[config.mk]
export PLATFORM = sky130hd
export DESIGN_NAME = pixel_readout_serializer
export DESIGN_NICKNAME = d
export VERILOG_FILES = /design/src/rtl/pixel_readout_serializer.sv
export SDC_FILE = /design/constraint.sdc
export NUM_CORES = 1
export LEC_CHECK = 0
export BUFFER_PORTS_ARGS = -buffer_cell sky130_fd_sc_hd__clkbuf_2
export CELL_PAD_IN_SITES_DETAIL_PLACEMENT = 1
export CELL_PAD_IN_SITES_GLOBAL_PLACEMENT = 1
export CORE_MARGIN = 2
export CORE_UTILIZATION = 25
export DETAILED_ROUTE_END_ITERATION = 12
export PLACE_DENSITY_LB_ADDON = 0.1
export SYNTH_ARGS = -nofsm -noshare
export SYNTH_HDL_FRONTEND = slang
export SYNTH_SLANG_ARGS = --single-unit
export TNS_END_PERCENT = 50
[constraint.sdc]
create_clock -name clk -period 5 [get_ports clk]
set_input_delay 0 -clock clk [delete_from_list [all_inputs] [get_ports clk]]
set_output_delay 0 -clock clk [all_outputs]
set_load 0.01 [all_outputs]
[src/rtl/pixel_readout_serializer.sv]
// pixel_readout_serializer
//   Buffers row-parallel pixel words in a small FIFO, then emits them as a
//   byte stream with a valid/ready handshake. Frames are tagged with SOF/EOF.
//   Words that arrive while the FIFO is full are dropped and counted, so the
//   sensor side never stalls.
//   Optional build macro: PIXEL_RO_CHECKSUM_EN appends a modulo-256 sum byte
//   to every frame. That byte carries EOF.
module pixel_readout_serializer #(
   parameter int ROWS        = 2,
   parameter int DEPTH       = 4,
   parameter int FRAME_WORDS = 2
) (
   input  logic                       clk,
   input  logic                       reset,
   input  logic [ROWS*8-1:0]          pix_data,
   input  logic                       pix_valid,
   output logic [7:0]                 out_data,
   output logic                       out_valid,
   input  logic                       out_ready,
   output logic                       out_sof,
   output logic                       out_eof,
   output logic                       overflow,
   output logic [7:0]                 drop_cnt,
   input  logic                       clear_ovf,
   output logic [$clog2(DEPTH):0]     fifo_level
);

   localparam int AW = $clog2(DEPTH);
   localparam int LW = AW + 1;
   localparam int IW = (ROWS > 1) ? $clog2(ROWS) : 1;
   localparam int WW = (FRAME_WORDS > 1) ? $clog2(FRAME_WORDS) : 1;
   localparam logic [IW-1:0] LAST_BYTE  = IW'(ROWS - 1);
   localparam logic [WW-1:0] LAST_WORD  = WW'(FRAME_WORDS - 1);
   localparam logic [LW-1:0] FULL_LEVEL = LW'(DEPTH);

`ifdef PIXEL_RO_CHECKSUM_EN
   typedef enum logic [1:0] {IDLE, LOAD, SHIFT, CKSUM} state_t;
`else
   typedef enum logic [1:0] {IDLE, LOAD, SHIFT} state_t;
`endif

   state_t              state, next_state;
   logic [ROWS*8-1:0]   mem [DEPTH];
   logic [AW-1:0]       wr_ptr, rd_ptr;
   logic [LW-1:0]       level;
   logic [ROWS*8-1:0]   shift_reg;
   logic [IW-1:0]       byte_idx;
   logic [WW-1:0]       word_idx;
   logic [7:0]          cksum;
   logic [7:0]          cur_byte;
   logic                empty, full, push, pop, drop, last_byte, last_word;

   assign empty      = (level == '0);
   assign full       = (level == FULL_LEVEL);
   assign pop        = (state == LOAD);
   assign push       = pix_valid && (!full || pop);
   assign drop       = pix_valid && !push;
   assign last_byte  = (byte_idx == LAST_BYTE);
   assign last_word  = (word_idx == LAST_WORD);
   assign fifo_level = level;

   // Select the current byte of the shift register, byte 0 first.
   always_comb begin
      cur_byte = '0;
      for (int i = 0; i < ROWS; i++) begin
         if (byte_idx == IW'(i)) cur_byte = shift_reg[8*i +: 8];
      end
   end

   // FIFO storage write port.
   // NOTE: the storage array has no reset; the pointers and level define which entries are meaningful.
   always_ff @(posedge clk) begin
      if (push) mem[wr_ptr] <= pix_data;
   end

   // FSM state register.
   always_ff @(posedge clk or negedge reset) begin
      if (!reset) state <= IDLE;
      else        state <= next_state;
   end

   // Next-state and output decode.
   // NOTE: every output gets a default before the case so no path can hold a stale value and infer a latch.
   always_comb begin
      next_state = state;
      out_valid  = 1'b0;
      out_data   = '0;
      out_sof    = 1'b0;
      out_eof    = 1'b0;
      case (state)
         IDLE:  if (!empty) next_state = LOAD;
         LOAD:  next_state = SHIFT;
         SHIFT: begin
            out_valid = 1'b1;
            out_data  = cur_byte;
            out_sof   = (byte_idx == '0) && (word_idx == '0);
`ifdef PIXEL_RO_CHECKSUM_EN
            if (out_ready && last_byte) begin
               if (last_word)   next_state = CKSUM;
               else if (!empty) next_state = LOAD;
               else             next_state = IDLE;
            end
`else
            out_eof = last_byte && last_word;
            if (out_ready && last_byte) next_state = empty ? IDLE : LOAD;
`endif
         end
`ifdef PIXEL_RO_CHECKSUM_EN
         CKSUM: begin
            out_valid = 1'b1;
            out_data  = cksum;
            out_eof   = 1'b1;
            if (out_ready) next_state = empty ? IDLE : LOAD;
         end
`endif
         default: next_state = IDLE;
      endcase
   end

   // FIFO pointers/level, shift register, byte/word counters and checksum.
   // NOTE: all state here uses non-blocking assignments so every register samples pre-edge values.
   always_ff @(posedge clk or negedge reset) begin
      if (!reset) begin
         wr_ptr    <= '0;
         rd_ptr    <= '0;
         level     <= '0;
         shift_reg <= '0;
         byte_idx  <= '0;
         word_idx  <= '0;
         cksum     <= '0;
      end else begin
         if (push) wr_ptr <= wr_ptr + AW'(1);
         if (pop) begin
            shift_reg <= mem[rd_ptr];
            rd_ptr    <= rd_ptr + AW'(1);
            byte_idx  <= '0;
         end
         case ({push, pop})
            2'b10:   level <= level + LW'(1);
            2'b01:   level <= level - LW'(1);
            default: level <= level;
         endcase
         if (state == SHIFT && out_ready) begin
            cksum <= cksum + cur_byte;
            if (last_byte) word_idx <= last_word ? '0 : word_idx + WW'(1);
            else           byte_idx <= byte_idx + IW'(1);
         end
`ifdef PIXEL_RO_CHECKSUM_EN
         if (state == CKSUM && out_ready) cksum <= '0;
`endif
      end
   end

   // Sticky overflow flag and saturating drop counter; a clear in the same
   // cycle as a drop restarts the count at one.
   always_ff @(posedge clk or negedge reset) begin
      if (!reset) begin
         overflow <= 1'b0;
         drop_cnt <= '0;
      end else if (clear_ovf) begin
         overflow <= drop;
         drop_cnt <= drop ? 8'd1 : 8'd0;
      end else if (drop) begin
         overflow <= 1'b1;
         if (drop_cnt != 8'hFF) drop_cnt <= drop_cnt + 8'd1;
      end
   end

endmodule

==> out/metrics.cfg, run 1 <==
[final_layout]
area_delta_synth_final_pct=23.03
nets=372
n_antenna_cell=0
final_area_sq_um=5054
final_util_pct=31.58
instances_no_fill=565
largest_reg_flops=64
layout-drive-gt1-share_pct=21.78

[timing]
fin_crit_ps=3085
hold_slack_ps=134.1
finalHoldViolCount=0
relSlewSlack_pct=34.01
finalClockSkew_ps=6.572
fin_ws_ps=1915
finalSetupViolations=0
period_share_pct=61.70
fmax_mhz=324.1
rsz0062_at_grt=false
finalMaxSlewViolations=0
setup-tns-final_ps=0
tightest_slew_ps=989.8

[die]
die_y_microns=132.2
core_area_sq_um=16000
die_w_microns=132.2
die_area_sq_um=17470
ios=44
rows=46
start_util_pct=25.67

[drt]
drcViolationCount=0
vias=2427
wl_mm=9.320
drtIter0Drc=135
wire_per_inst_microns=16.50
firstDrtPassIters=4
vias_per_cell=4.296
ant_nets=0

[run]
cap_violations=0

[yosys]
ys_warn_count=0
async_reset_ff_share_pct=36.00
synth_top_cells_by_count=edfxtp_1, nand2_1, dfrtp_1, mux4_2, nor2_1
seq_area_frac_synth_pct=68.72
synthTopCellsByArea=edfxtp_1, dfrtp_1, mux4_2, nand2_1, mux2i_1
synth_most_common_cell=edfxtp_1
synth_top_area_share_pct=46.79
synth_area_sq_um=4108
synth_edf_count=64
syn_inst=283
synth_fp_nets=311
ys.flop_type=edfxtp_1
synth_seq_cells=100
synth_top_area_cell=edfxtp_1
synth_cell_types=35
syn_area_per_cell_sq_um=14.51

[critical_path]
worstSetupEndpointType=register
crit_type=reg2reg
critPathMaxFanout=20
worstPathArrival_ps=3360
rr_endpoint=drop_cnt[5]$_DFFE_PN0P_
required_ps=5270
r2r-start=state[1]$_DFFE_PN0P_
ff2ff_setup_slack_ps=1910
startpoint_type=register
reg2regPathDepth=5

[power_and_ir_drop]
ir_worst_vdd_v=0.0002097
internal-power_mw=1.910
power_frac_clock_pct=26.2
swShare_pct=32.35
pwr-share-seq_pct=45.0
total_power_mw=2.823
p_leak_nw=1.997
p_per_area_nw_per_um2=558.6
power.switching_uw=913.2
p_comb_share_pct=28.8

[placed_design]
postPlaceCellArea_sq_um=4548
portBuffers=43
place_ws_ps=1869
placedCellCount=530
dpl.hpwl_mm=5.897
gp_congestion=0.6973

[grt]
grt_pass1_wl_mm=15.36
antenna_found_initial=0
grt_max_degree=37
grt_pass1_vias=2713
overflow=0
grt_use_total_pct=11.63

[clock_network]
cts_buffers=9
cts_tree=done
htree_levels=3
cts_num_sinks=100
ctsResizeCount=0
clock_latency_ps=340
clockBufferDepth=2
clkSlewWorstSetupHoldPaths_ps=70
clock-root-buffer=clkbuf_16

[hold_path]
hp-class=in2reg
min-delay-start=pix_valid
whs_endpoint=wr_ptr[0]$_DFFE_PN0P_
hold_path_depth=3

[outcome]
status=completed

placed cells by master (no fill, tap or decap), drive strengths merged, types with 7 or more instances in the layout:
cell and n:
mux4 16, edfxtp 64, nor2 11, clkbuf 52
a21oi 7, dlygate4sd3 19, mux2i 9, nand2 56
inv 10, dfrtp 36, nor3 9, o21ai 7
routing by layer:
metal / track usage [%] / vias to the layer above / share of wire (%)
met5: 0 / - / 0
met4: 3.584 / 0 / 1.2
li1: - / 1150 / -
met3: 3.537 / 8 / 3.8
met1: 14.87 / 1230 / 47
met2: 19.01 / 39 / 48
power by group through the flow:
stage | Clock [mW] | Combinational [mW] | Sequential [mW]
CTS | 0.768 | 0.853 | 1.28
floorplan | 0 | 0.618 | 1.21
global placement | 0 | 0.833 | 1.29
detailed placement | 0 | 0.839 | 1.30
finish | 0.740 | 0.812 | 1.27
global route | 0.796 | 0.940 | 1.31
how the worst max path moves through the flow:
| stage | slack [ps] | startpoint | to | cells past startpoint |
|---|---|---|---|---|
| 3_5_place_dp | 1870 | state[1]$_DFFE_PN0P_ | drop_cnt[5]$_DFFE_PN0P_ | 5 |
| 6_report | 1910 | state[1]$_DFFE_PN0P_ | drop_cnt[5]$_DFFE_PN0P_ | 5 |
| 2_1_floorplan | 2760 | state[1]$_DFFE_PN0P_ | fifo_level[2]$_DFFE_PN0P_ | 11 |
| 5_1_grt | 1620 | state[1]$_DFFE_PN0P_ | drop_cnt[5]$_DFFE_PN0P_ | 5 |
| 3_3_place_gp | 1990 | state[1]$_DFFE_PN0P_ | drop_cnt[5]$_DFFE_PN0P_ | 5 |
| 4_1_cts | 1840 | state[1]$_DFFE_PN0P_ | drop_cnt[5]$_DFFE_PN0P_ | 5 |
cells by family after synthesis:
group / after synthesis / synth area share, %
adder cells (fa/ha/maj): 7 / 2.315
AND/OR/NAND/NOR: 100 / 10.97
XOR/XNOR: 7 / 1.493
buffers and inverters: 22 / 2.102
AO/OA/AOI/OAI: 20 / 2.894
flip-flops: 100 / 68.72
multiplexers: 27 / 11.51
cell type report:
type                       instances  area [sq um]
sequential                       100          2823
clock buffer                       9         225.2
clock inverter                     7         90.09
fill                            1761         10950
tap                              216         270.3
timing repair buffer              63         412.9
multi-input combinational        161          1199
inverter                           9         33.78
critical path, stage by stage (launching register included):
cell	delay (ps)
dfrtp_1	400
nand2b_1	690
inv_1	560
or3_1	640
or4_1	550
a21oi_1	160
what timing repair did:
item / CTS / global route
buffers inserted: 0 / 0
hold buffers: 19 / 0
hold endpoints to repair: 110 / 0
Note: power is estimated with default switching activity, not from simulation.
==> run 2, diff against run 1 <==
--- a/config.mk
+++ b/config.mk
@@ -5,6 +5,7 @@
 export SDC_FILE = /design/constraint.sdc
 export NUM_CORES = 1
 export LEC_CHECK = 0
+export ABC_AREA = 1
 export BUFFER_PORTS_ARGS = -buffer_cell sky130_fd_sc_hd__clkbuf_2
 export CELL_PAD_IN_SITES_DETAIL_PLACEMENT = 1
 export CELL_PAD_IN_SITES_GLOBAL_PLACEMENT = 1
==> constraint.sdc (replaced) <==
create_clock -name clk -period 2.57 [get_ports clk]
set_input_delay 0 -clock clk [delete_from_list [all_inputs] [get_ports clk]]
set_output_delay 0 -clock clk [all_outputs]
set_load 0.01 [all_outputs]
==> run 2 against run 1 <==
Largest power group unchanged. Hold slack worse by 110 ps. Cell count is 21% higher. Clock-buffer cell count stayed put.
==> out/metrics.cfg, run 2 <==
[die]
core_area_sq_um=16580  ; +3.6%
start_util_pct=25.57  ; -0.10 points
rows=47  ; +2.2%
die_y_microns=134.2  ; +1.6%
die_w_microns=134.2  ; +1.6%
die_area_sq_um=18020  ; +3.1%
ios=44  ; unchanged

[placed_design]
dpl.hpwl_mm=6.632  ; +12%
portBuffers=43  ; unchanged
gp_congestion=0.6739  ; -3.4%
placedCellCount=646  ; +22%

[yosys]
synth_seq_cells=100  ; unchanged
synth_top_cells_by_count=nor2_1, edfxtp_1, nand2_1, o21ai_0, inv_1
synth_fp_nets=418  ; +34%
synth_most_common_cell=nor2_1
synth_top_area_cell=edfxtp_1
synth_cell_types=31  ; -11%
ys.flop_type=edfxtp_1
synth_edf_count=64  ; unchanged
syn_inst=390  ; +38%
synth_top_area_share_pct=45.32  ; -1.5 points
ys_warn_count=0  ; unchanged
synth_area_sq_um=4240  ; +3.2%
async_reset_ff_share_pct=36.00  ; unchanged
synthTopCellsByArea=edfxtp_1, dfrtp_1, nor2_1, o21ai_0, nand2_1
seq_area_frac_synth_pct=66.57  ; -2.1 points
syn_area_per_cell_sq_um=10.87  ; -25%

[power_and_ir_drop]
total_power_mw=5.580  ; +98%
p_leak_nw=2.114  ; +5.9%
pwr-share-seq_pct=41.6  ; -3.4 points
ir_worst_vdd_v=0.0003360  ; +60%
power_frac_clock_pct=24.7  ; -1.5 points
swShare_pct=38.17  ; +5.8 points
power.switching_mw=2.130  ; +130%
internal-power_mw=3.450  ; +81%
p_per_area_nw_per_um2=1077  ; +93%
p_comb_share_pct=33.8  ; +5.0 points

[timing]
fin_crit_ps=2051  ; -1034 ps
rsz0062_at_grt=false
setup-tns-final_ps=0  ; unchanged
finalClockSkew_ps=8.612  ; +2.040 ps
tightest_slew_ps=994.4  ; +4.589 ps
relSlewSlack_pct=33.71  ; -0.31 points
finalSetupViolations=0  ; unchanged
finalHoldViolCount=0  ; unchanged
finalMaxSlewViolations=0  ; unchanged
fmax_mhz=487.7  ; +50%
period_share_pct=79.79  ; +18 points

[final_layout]
instances_no_fill=681  ; +21%
layout-drive-gt1-share_pct=16.70  ; -5.1 points
layout_common_cells=nor2_1, edfxtp_1, nand2_1, o21ai_0, clkbuf_2
largest_reg_flops=64  ; unchanged
layout_commonest_cell=nor2_1
nets=484  ; +30%
n_antenna_cell=0  ; unchanged
area_delta_synth_final_pct=22.19

[clock_network]
ctsResizeCount=0  ; unchanged
clockBufferDepth=2  ; unchanged
clock-root-buffer=clkbuf_16
ctsHoldBuffers=19  ; unchanged
cts_num_sinks=100  ; unchanged
clock_latency_ps=360  ; +20 ps
clkSlewWorstSetupHoldPaths_ps=80  ; about the same
post_cts_buffers=0  ; unchanged
cts_buffers=9  ; unchanged
cts_tree=done
htree_levels=3  ; unchanged

[critical_path]
required_ps=2810  ; -2460 ps
cpLargestDelayFamily=adder cells
r2r-start=fifo_level[0]$_DFFE_PN0P_
setup.worst_path.start=fifo_level[0]$_DFFE_PN0P_
critPathMaxFanout=8  ; -60%
worstPathArrival_ps=2290  ; -1070 ps
worstSetupEndpointType=register
max_stage_delay_ps=430  ; -260 ps
startpoint_type=register
crit_chain=nor2_1 > nand3_1 > nand2_2 > ha_1 > inv_1 > fa_1 > a21oi_1 > o21ai_0 > xnor2_1
crit_slowest_cell=dfrtp_1
crit_type=reg2reg
cp_num_buf_inv=1  ; unchanged

[grt]
grt_pass1_wl_mm=16.91  ; +10%
grt_pass1_vias=3076  ; +13%
overflow=0  ; unchanged
antenna_found_initial=0  ; unchanged
grt_use_total_pct=12.55  ; +0.91 points
grt_max_degree=37  ; unchanged

[drt]
vias_per_cell=4.330  ; +0.81%
vias=2949  ; +22%
ant_nets=0  ; unchanged
drtIter0Drc=121  ; -10%
firstDrtPassIters=4  ; unchanged
wl_mm=10.42  ; +12%
wire_per_inst_microns=15.30  ; -7.2%
drcViolationCount=0  ; unchanged

[run]
cap_violations=0  ; unchanged

[outcome]
status=completed

[hold_path]
hp-class=in2reg
min-delay-start=pix_valid

## run 2: cell types whose count changed in the layout (fill, tap and decap cells not counted), sizes merged, moves of 8 or more
cell,before,now
o21ai,7,67
mux2i,9,0
mux4,16,0
nor2,11,71
nand3,4,20
nand2,56,46
o22ai,0,8
inv,10,43
## run 2: worst register-to-register path, cell delays in order, from the launching register on
cell     delay (ps)
dfrtp_1         430
nor2_1          160
nand3_1         150
nand2_2         180
ha_1            170
inv_1            60
fa_1            380
a21oi_1         140
o21ai_0         110
xnor2_1         140
## run 2: path summary, 6_finish.rpt
check	depth (start not counted)	to	slack (ps)
max in group asynchronous	2	wr_ptr[0]$_DFFE_PN0P_	1610
min in group asynchronous	2	drop_cnt[6]$_DFFE_PN0P_	350
worst min register to register	1	state[0]$_DFFE_PN0P_	490
worst max register to register	9	fifo_level[2]$_DFFE_PN0P_	520
worst min-delay path	3	overflow$_DFFE_PN0P_	20
worst max-delay path	9	fifo_level[2]$_DFFE_PN0P_	520
## run 2: cell type report
type	instances	area, sq um
Sequential cell	100	2823
Clock buffer	9	225.2
Inverter	39	146.4
Timing Repair Buffer	69	457.9
Fill cell	1903	11400
Clock inverter	7	75.07
Multi-Input combinational cell	237	1179
Tap cell	220	275.3
## run 2: power groups by stage
stage / combinational (mW) / clock [mW] / sequential (mW)
finish: 1.88 / 1.38 / 2.32
global route: 2.17 / 1.49 / 2.37
CTS: 1.95 / 1.43 / 2.32
detailed placement: 1.92 / 0 / 2.36
global placement: 1.89 / 0 / 2.34
floorplan: 1.26 / 0 / 2.35
## run 2: logic make-up after synthesis
logic type | Yosys count | share of synthesized area (%)
AOI/OAI and AO/OA | 81 | 10.00
buffers and inverters | 53 | 5.636
adders and majority gates | 7 | 2.243
xor gates and xnor gates | 6 | 1.240
and+or+nand+nor | 143 | 14.31
DFF | 100 | 66.57
## run 2: per-layer routing
layer / routed length [microns] / up-vias / global-route usage [%]
met1: 5218 / 1452 / 17.17
met4: 194 / 0 / 5.088
met3: 320 / 12 / 2.721
met5: 0 / - / 0
li1: - / 1444 / -
met2: 4688 / 41 / 19.33
## run 2: metrics by stage
stage               util (%)  instance area (sq um)  setup WS, ps  hold slack (ps)
floorplan                  -                   4240         675.6           -295.6
global placement       28.29                   4691         579.3            221.1
detailed placement     28.29                   4691         488.5            225.3
CTS                    31.24                   5181         473.4            22.89
global route           31.24                   5181         320.7            32.76
finish                 31.24                   5181         519.4            19.39
